===== src/rtl/ct_arb_pkg.sv =====
// Shared types and sizing constants for the ciphertext-memory read arbiter.
package ct_arb_pkg;

  // Largest supported core count; owner ids are sized for it.
  localparam int unsigned MAX_REQ = 8;
  localparam int unsigned ID_W    = $clog2(MAX_REQ);

  // One stage of the in-flight read pipe.
  typedef struct packed {
    logic            valid;
    logic [ID_W-1:0] id;
  } pipe_entry_t;

endpackage


===== src/rtl/ct_arbiter_rr_pick.sv =====
// Combinational round-robin picker: first asserted request at or above ptr, wrapping.
module rr_pick
  import ct_arb_pkg::*;
#(
  parameter int unsigned N_REQ = 2
) (
  input  logic [N_REQ-1:0] req,
  input  logic [ID_W-1:0]  ptr,
  output logic [N_REQ-1:0] gnt,
  output logic             any,
  output logic [ID_W-1:0]  win_id
);

  // Scan N_REQ positions starting at ptr; the first hit wins.
  always_comb begin
    int unsigned      idx;
    logic [N_REQ-1:0] sel;
    gnt    = '0;
    any    = 1'b0;
    win_id = '0;
    for (int unsigned k = 0; k < N_REQ; k++) begin
      idx = (32'(ptr) + k) % N_REQ;
      sel = N_REQ'(1) << idx;
      if (!any && |(req & sel)) begin
        any    = 1'b1;
        gnt    = sel;
        win_id = ID_W'(idx);
      end
    end
  end

endmodule


===== src/rtl/ct_arbiter.sv =====
// Round-robin arbiter sharing the ct_mem read port between crack cores, with
// owner tracking through the memory read latency.
module ct_arbiter
  import ct_arb_pkg::*;
#(
  parameter int unsigned N_REQ  = 2,
  parameter int unsigned AW     = 8,
  parameter int unsigned DW     = 8,
  parameter int unsigned RD_LAT = 1
) (
  input  logic              clk,
  input  logic              rst_n,
  input  logic [N_REQ-1:0]  req,
  input  logic [N_REQ*AW-1:0] addr,
  output logic [N_REQ-1:0]  gnt,
  output logic [N_REQ-1:0]  rd_valid,
  output logic [DW-1:0]     rd_data,
  output logic [AW-1:0]     mem_addr,
  input  logic [DW-1:0]     mem_rddata
);

  logic [ID_W-1:0]  ptr_q, ptr_d;
  pipe_entry_t      pipe_q [RD_LAT];
  logic [N_REQ-1:0] req_act;
  logic [N_REQ-1:0] pick_gnt;
  logic             pick_any;
  logic [ID_W-1:0]  win_id;

  // No grants while reset is held.
  assign req_act = req & {N_REQ{rst_n}};

  rr_pick #(
    .N_REQ (N_REQ)
  ) u_pick (
    .req    (req_act),
    .ptr    (ptr_q),
    .gnt    (pick_gnt),
    .any    (pick_any),
    .win_id (win_id)
  );

  assign gnt     = pick_gnt;
  assign rd_data = mem_rddata;

  // Address mux: one-hot grant selects the winner's address, zero when idle.
  always_comb begin
    mem_addr = '0;
    for (int unsigned i = 0; i < N_REQ; i++) begin
      if (pick_gnt[i]) mem_addr = addr[i*AW +: AW];
    end
  end

  // Priority moves just past the winner; holds when nothing is granted.
  always_comb begin
    ptr_d = ptr_q;
    if (pick_any) begin
      ptr_d = (32'(win_id) + 1 == N_REQ) ? '0 : win_id + ID_W'(1);
    end
  end

  // Pointer and in-flight pipe registers; reset drops every outstanding read.
  always_ff @(posedge clk) begin
    if (!rst_n) begin
      ptr_q <= '0;
      for (int unsigned i = 0; i < RD_LAT; i++) pipe_q[i] <= '0;
    end else begin
      ptr_q     <= ptr_d;
      pipe_q[0] <= '{valid: pick_any, id: win_id};
      for (int unsigned i = 1; i < RD_LAT; i++) pipe_q[i] <= pipe_q[i-1];
    end
  end

  // Return strobe to the owner of the read leaving the pipe; silent during reset.
  always_comb begin
    rd_valid = '0;
    if (rst_n && pipe_q[RD_LAT-1].valid) begin
      rd_valid = N_REQ'(1) << pipe_q[RD_LAT-1].id;
    end
  end

endmodule

===== config.mk =====
export PLATFORM = sky130hd
export DESIGN_NAME = ct_arbiter
export DESIGN_NICKNAME = d
export VERILOG_FILES = /design/src/rtl/ct_arb_pkg.sv /design/src/rtl/ct_arbiter_rr_pick.sv /design/src/rtl/ct_arbiter.sv
export SDC_FILE = /design/constraint.sdc
export NUM_CORES = 1
export LEC_CHECK = 0
export CAP_MARGIN = 25
export CORE_AREA = 2 2 41 43
export CTS_BUF_LIST = sky130_fd_sc_hd__clkbuf_8
export CTS_CLUSTER_DIAMETER = 80
export DETAILED_ROUTE_END_ITERATION = 10
export DIE_AREA = 0 0 43 45
export PLACE_DENSITY_LB_ADDON = 0.05
export SYNTH_ARGS = -nofsm -noshare
export SYNTH_HDL_FRONTEND = slang
export SYNTH_SLANG_ARGS = --single-unit

===== constraint.sdc =====
create_clock -name clk -period 2.6 [get_ports clk]
set_input_delay 0.52 -clock clk [delete_from_list [all_inputs] [get_ports clk]]
set_output_delay 0.52 -clock clk [all_outputs]
set_load 0.01 [all_outputs]

==> results.md, run 1 <==
Final layout
• area used by multi-input combinational logic: 264 µm²
• most frequent standard cell in the layout excluding fill and tap cells: sky130_fd_sc_hd__clkdlybuf4s50_1
• number of antenna cells inserted: 0
• post-route cell area: 747 µm²
• layout overhead on the synthesized area: 77.7%
• number of fill cells: 153
• area taken by flip-flops and latches: 60.1 µm²
• share of layout cells above drive strength 1: 19.5%
• most frequent cells in the layout: 24 x sky130_fd_sc_hd__clkdlybuf4s50_1, 17 x sky130_fd_sc_hd__nand2_1, 7 x sky130_fd_sc_hd__o32ai_2, 7 x sky130_fd_sc_hd__dlymetal6s2s_1, 4 x sky130_fd_sc_hd__nor2_1
• Net count, final: 106

Timing
• worst relative slew slack: 78.0%
• final critical delay including setup and external delays: 2.54 ns
• final cycle utilization of the critical path: 97.8%
• worst hold-check slack: 0.675 ns
• Setup TNS: 0 ns
• number of hold violations in the final report: 0
• Max Freq: 393 MHz
• skew final: 0.0000149 ns
• transition time of the tightest slew-check pin: 0.330 ns
• final-report setup violation count: 0
• RSZ-0062 raised after global routing: false
• Max Slew Vio Count: 0

Synth
• share of synthesized area occupied by flip-flops and latches: 14.3%
• leading post-synthesis cells by cell area: sky130_fd_sc_hd__o32ai_2 27%, sky130_fd_sc_hd__buf_4 16%, sky130_fd_sc_hd__nand2_1 15%
• cell type contributing the most total cell area after synthesis: sky130_fd_sc_hd__o32ai_2
• FF+latch count, synth: 3
• synthesis warning total: 0
• Gate Count Post-Synth: 53
• Synthesized Nets: 81
• area fraction of the dominant cell type after synthesis: 27.1%
• distinct cell type count of the synthesized netlist: 16
• mean area per synthesized cell: 7.93 µm²
• synthesized area: 420 µm²

CTS
• number of H-tree levels: 1
• clock slew seen by the registers of the worst setup and hold paths: 0.03 ns
• clock buffer count from CTS: 3
• clock tree root driver cell: sky130_fd_sc_hd__clkbuf_8
• insertion delay of the later-clocked pin in the worst-skew pair: 0.21 ns
• number of sinks handled by clock tree synthesis: 3
• TritonCTS clock tree: built
• maximum root-to-sink buffer count: 2
• count of buffers added by post-CTS timing repair for setup: 0

Floorplan
• Die Outline Area: 1940 µm²
• Placement Rows: 14
• starting density of the core: 28.6%
• Chip Height: 45 µm
• Std-Cell Core Area: 1470 µm²
• chip width: 43 µm
• number of I/O pins: 48

Power
• Power, Total: 0.283 mW
• leakage power: 0.386 nW
• Peak VDD IR: 246 µV
• power density over the cells: 378 nW/µm²

Route
• total iterations of the first detailed-routing run: 3
• Iter 0 DRT Violations: 12
• total length of routed wires: 1130 µm
• via count: 432
• average wire length per cell after detail routing: 12.1 µm
• antenna violation net count after detailed routing: 0
• drt drc: 0
• vias per std cell: 4.65

Status
• result of the run: finished, final reports clean

Global route
• overall global routing resource usage: 12.2%
• number of antenna violations at the first check in global routing: 0
• largest net degree at the start of global routing: 21
• global-route wire length before repair: 1790 µm
• global-route congestion overflow total: 0
• vias in the first global route: 410

Worst setup path
• setup slack of the worst register-to-register path: 1.72 ns
• critical-path cell list: clkdlybuf4s50_1, buf_12, nand2_1, o32ai_2, clkdlybuf4s50_1
• delay of the slowest cell on the worst path: 0.57 ns
• slowest stage cell, crit path: sky130_fd_sc_hd__clkdlybuf4s50_1
• Most common cell on crit path: sky130_fd_sc_hd__clkdlybuf4s50_1
• kind of capture point of the worst setup path: primary output
• data arrival at the endpoint of the critical path: 2.02 ns
• Req. time, crit path: 2.08 ns
• CP Class: primary input to primary output
• kind of cell adding the most delay to the critical path: buffers and inverters
• critical-path maximum fanout: 20
• Worst Path Buf+Inv: 3
• kind of start point of the critical path: primary input

Place
• PortBufs: 31
• last weighted congestion value of the routability-driven placer: 0.642
• Post-Place Cell Area: 676 µm²

Job
• # Max-Cap Violations: 0

Worst hold path
• type of the most critical hold path: flop to flop

-- cell type report --
type / count / area share (%)
Inverter: 2 / 1.34
Clock inverter: 1 / 0.503
Timing Repair Buffer: 32 / 46.6
Tap cell: 16 / 2.68
Clock buffer: 3 / 5.53
Multi-Input combinational cell: 36 / 35.3
Sequential cell: 3 / 8.04
-- metrics by stage --
stage | instances | setup WS [ns] | utilization [%]
global route | 93 | 0.00132 | 50.8
global placement | 89 | 0.0136 | 45.9
CTS | 93 | 0.0141 | 49.0
detailed placement | 89 | 0.0156 | 45.9
floorplan | 53 | 1.01 | -
finish | 93 | 0.0571 | 50.8
-- timing repair --
action	4_1_cts	5_1_grt
hold buffers	0	0
hold endpoints to repair	0	0
setup endpoints to repair	0	8
resized for setup	0	9
-- kinds of logic after synthesis --
logic type,synth area share (%)
compound gates,33.3
buf+inv,24.4
flops,14.3
simple gates,28.0
-- power breakdown --
| group | leakage (nW) | internal [mW] | switching [mW] |
|---|---|---|---|
| Combinational | 0.334 | 0.0622 | 0.0407 |
| Clock | 0.0269 | 0.100 | 0.0279 |
| Sequential | 0.0250 | 0.0494 | 0.00224 |
-- layer usage --
| metal | vias up | routed length, µm | global-route usage [%] |
|---|---|---|---|
| met3 | 0 | 160 | 8.00 |
| met5 | - | 0 | 0 |
| met2 | 28 | 531 | 19.1 |
| li1 | 222 | - | - |
| met4 | 0 | 0 | 4.24 |
| met1 | 182 | 433 | 13.6 |
-- sequential cells by signal (all words and copies together), names as in the netlist --
register  flops
pipe_q        2
ptr_q         1
-- cell usage after synthesis --
cell and number:
sky130_fd_sc_hd__o21a_1 1, sky130_fd_sc_hd__buf_6 2, sky130_fd_sc_hd__o32ai_1 1, sky130_fd_sc_hd__nor2_1 4, sky130_fd_sc_hd__nor3_1 2, sky130_fd_sc_hd__inv_2 1, sky130_fd_sc_hd__a21bo_2 1, sky130_fd_sc_hd__nand2_1 17
sky130_fd_sc_hd__dfxtp_1 3, sky130_fd_sc_hd__nor2b_4 1, sky130_fd_sc_hd__and2b_2 1, sky130_fd_sc_hd__buf_4 9, sky130_fd_sc_hd__buf_2 1, sky130_fd_sc_hd__o32ai_2 7, sky130_fd_sc_hd__and3_1 1, sky130_fd_sc_hd__inv_1 1
-- path summary, 6_finish.rpt --
path	from	end	cells past startpoint
hold / removal	ptr_q[0]	ptr_q[0]	2
hold reg to reg	ptr_q[0]	ptr_q[0]	2
setup / recovery	rst_n	mem_addr[1]	5
setup reg to reg	ptr_q[0]	ptr_q[0]	2
-- worst reg2reg max path: cells and delay by family (launching register included) --
| kind | cells | cell delay (ns) |
|---|---|---|
| and+or+nand+nor | 1 | 0.31 |
| AOI/OAI and AO/OA | 1 | 0.17 |
| DFF | 1 | 0.34 |
Power figures use the tool's default switching activity.
==> inputs of run 2 (changes only) <==
- CORE_AREA: 2 2 41 43 -> 2 2 39 41
- DIE_AREA: 0 0 43 45 -> 0 0 41 43
- DONT_BUFFER_PORTS: not set -> 1
- SLEW_MARGIN: not set -> 20
==> results.md, run 2 (synthesized netlist as in run 1, its figures left out) <==
Worst setup path
• r2r endpoint: ptr_q[0]
• setup slack of the worst register-to-register path: 1.73 ns
• critical-path maximum fanout: 11
• startpoint of the worst-slack reg-to-reg timing path: ptr_q[0]
• kind of capture point of the worst setup path: primary output
• Req. time, crit path: 2.08 ns
• Critical Path Sink: mem_addr[7]
• CP Class: flop to primary output
• Worst R2R Path Depth: 2
• data arrival at the endpoint of the critical path: 1.16 ns
• Critical Path Source: ptr_q[0]
• kind of start point of the critical path: flop

Final layout
• number of flip-flops under the largest register name: 2
• number of antenna cells inserted: 0
• top flop regs: pipe_q: 2 flops, ptr_q: 1 flops
• most frequent standard cell in the layout excluding fill and tap cells: sky130_fd_sc_hd__nand2_1
• most frequent cells in the layout: 17 x sky130_fd_sc_hd__nand2_1, 7 x sky130_fd_sc_hd__o32ai_2, 4 x sky130_fd_sc_hd__nor2_1
• post-route cell area: 390 µm²
• largest register by flop count: pipe_q
• layout overhead on the synthesized area: -7.14%
• share of layout cells above drive strength 1: 31.1%
• number of fill cells: 162
• Net count, final: 74

CTS
• cts-stage hold buffer count: 0
• insertion delay of the later-clocked pin in the worst-skew pair: 0.22 ns
• maximum root-to-sink buffer count: 2
• post-CTS resize count: 0
• TritonCTS clock tree: built
• count of buffers added by post-CTS timing repair for setup: 0
• number of sinks handled by clock tree synthesis: 3
• number of H-tree levels: 1
• clock buffer count from CTS: 3
• clock slew seen by the registers of the worst setup and hold paths: 0.03 ns
• clock tree root driver cell: sky130_fd_sc_hd__clkbuf_8

Floorplan
• Die Outline Area: 1760 µm²
• Placement Rows: 14
• starting density of the core: 30.4%
• Std-Cell Core Area: 1380 µm²
• Chip Height: 43 µm
• chip width: 41 µm
• number of I/O pins: 48

Timing
• final cycle utilization of the critical path: 64.7%
• final critical delay including setup and external delays: 1.68 ns
• transition time of the tightest slew-check pin: 0.457 ns
• RSZ-0062 raised after global routing: false
• Setup TNS: 0 ns
• final-report setup violation count: 0
• skew final: 0.000147 ns
• number of hold violations in the final report: 0
• Max Slew Vio Count: 0
• worst hold-check slack: 0.425 ns
• Max Freq: 594 MHz
• worst relative slew slack: 69.4%

Status
• result of the run: finished, final reports clean

Power
• clock share of power: 57.4%
• Peak VDD IR: 119 µV
• fraction of power consumed by combinational cells: 20.2%
• leakage power: 0.156 nW
• Sw Pwr: 0.0621 mW
• sequential share of power: 22.4%
• switching portion of total power: 27.0%
• internal power: 0.168 mW
• power density over the cells: 589 nW/µm²

Route
• vias per std cell: 5.54
• average wire length per cell after detail routing: 16.5 µm
• Iter 0 DRT Violations: 3
• via count: 338
• total length of routed wires: 1010 µm
• antenna violation net count after detailed routing: 0
• total iterations of the first detailed-routing run: 4
• drt drc: 0

Global route
• largest net degree at the start of global routing: 21
• global-route wire length before repair: 1420 µm
• overall global routing resource usage: 12.1%
• number of antenna violations at the first check in global routing: 0
• global-route congestion overflow total: 0
• vias in the first global route: 359

Place
• PortBufs: 0
• last weighted congestion value of the routability-driven placer: 0.525
• Post-Place Cell Area: 345 µm²

Worst hold path
• type of the most critical hold path: primary input to flop

Job
• # Max-Cap Violations: 0

-- run 2: cell count changes in the layout (fill, tap and decap cells not counted) --
cell / delta
sky130_fd_sc_hd__dlymetal6s2s_1: -7
sky130_fd_sc_hd__buf_12: -1
sky130_fd_sc_hd__inv_4: -1
sky130_fd_sc_hd__clkdlybuf4s50_1: -24
sky130_fd_sc_hd__a21bo_4: -1
sky130_fd_sc_hd__a21bo_2: +1
sky130_fd_sc_hd__inv_2: +1
-- run 2: layer usage --
metal,up-vias,wire [µm],GRT usage [%]
met3,2,194,6.81
met2,37,472,17.2
met5,-,0,0
li1,157,-,-
met1,142,331,12.1
met4,0,10,10.0
-- run 2: worst max-delay path, cell delays in order (launching register included) --
cell	delay, ns
sky130_fd_sc_hd__dfxtp_1	0.38
sky130_fd_sc_hd__nor2b_4	0.10
sky130_fd_sc_hd__o32ai_1	0.46
-- run 2: worst min path at each step --
stage | to | startpoint | slack, ns | cells after the start
after floorplan | ptr_q[0] | ptr_q[0] | 0.63 | 2
final | pipe_q[0][1] | req[0] | 0.43 | 2
after CTS | pipe_q[0][1] | req[0] | 0.43 | 2
after global placement | ptr_q[0] | rst_n | 0.64 | 1
after global routing | pipe_q[0][1] | req[0] | 0.44 | 2
after detailed placement | pipe_q[0][1] | req[0] | 0.65 | 2
-- run 2: power groups by stage --
stage,clock [mW],combinational [mW],sequential [mW]
after floorplan,0,0.0635,0.0517
after global placement,0,0.0468,0.0519
after detailed placement,0,0.0477,0.0522
after CTS,0.135,0.0477,0.0516
after global routing,0.138,0.0501,0.0519
final,0.132,0.0464,0.0515
-- run 2: stage by stage --
stage | util [%] | setup WS, ns | total power [mW] | instances
CTS | 28.2 | 0.902 | 0.234 | 61
global placement | 25.0 | 0.948 | 0.0988 | 57
detailed placement | 25.0 | 0.937 | 0.0999 | 57
finish | 28.2 | 0.918 | 0.230 | 61
global route | 28.2 | 0.876 | 0.240 | 61
floorplan | - | 1.01 | 0.115 | 53
-- run 2: final cells by class --
cell class,instances,area [µm²],share of cell area (%)
Multi-Input combinational cell,36,258,66.0
Clock inverter,1,3.75,0.962
Clock buffer,3,41.3,10.6
Tap cell,16,20.0,5.13
Sequential cell,3,60.1,15.4
Inverter,2,7.51,1.92
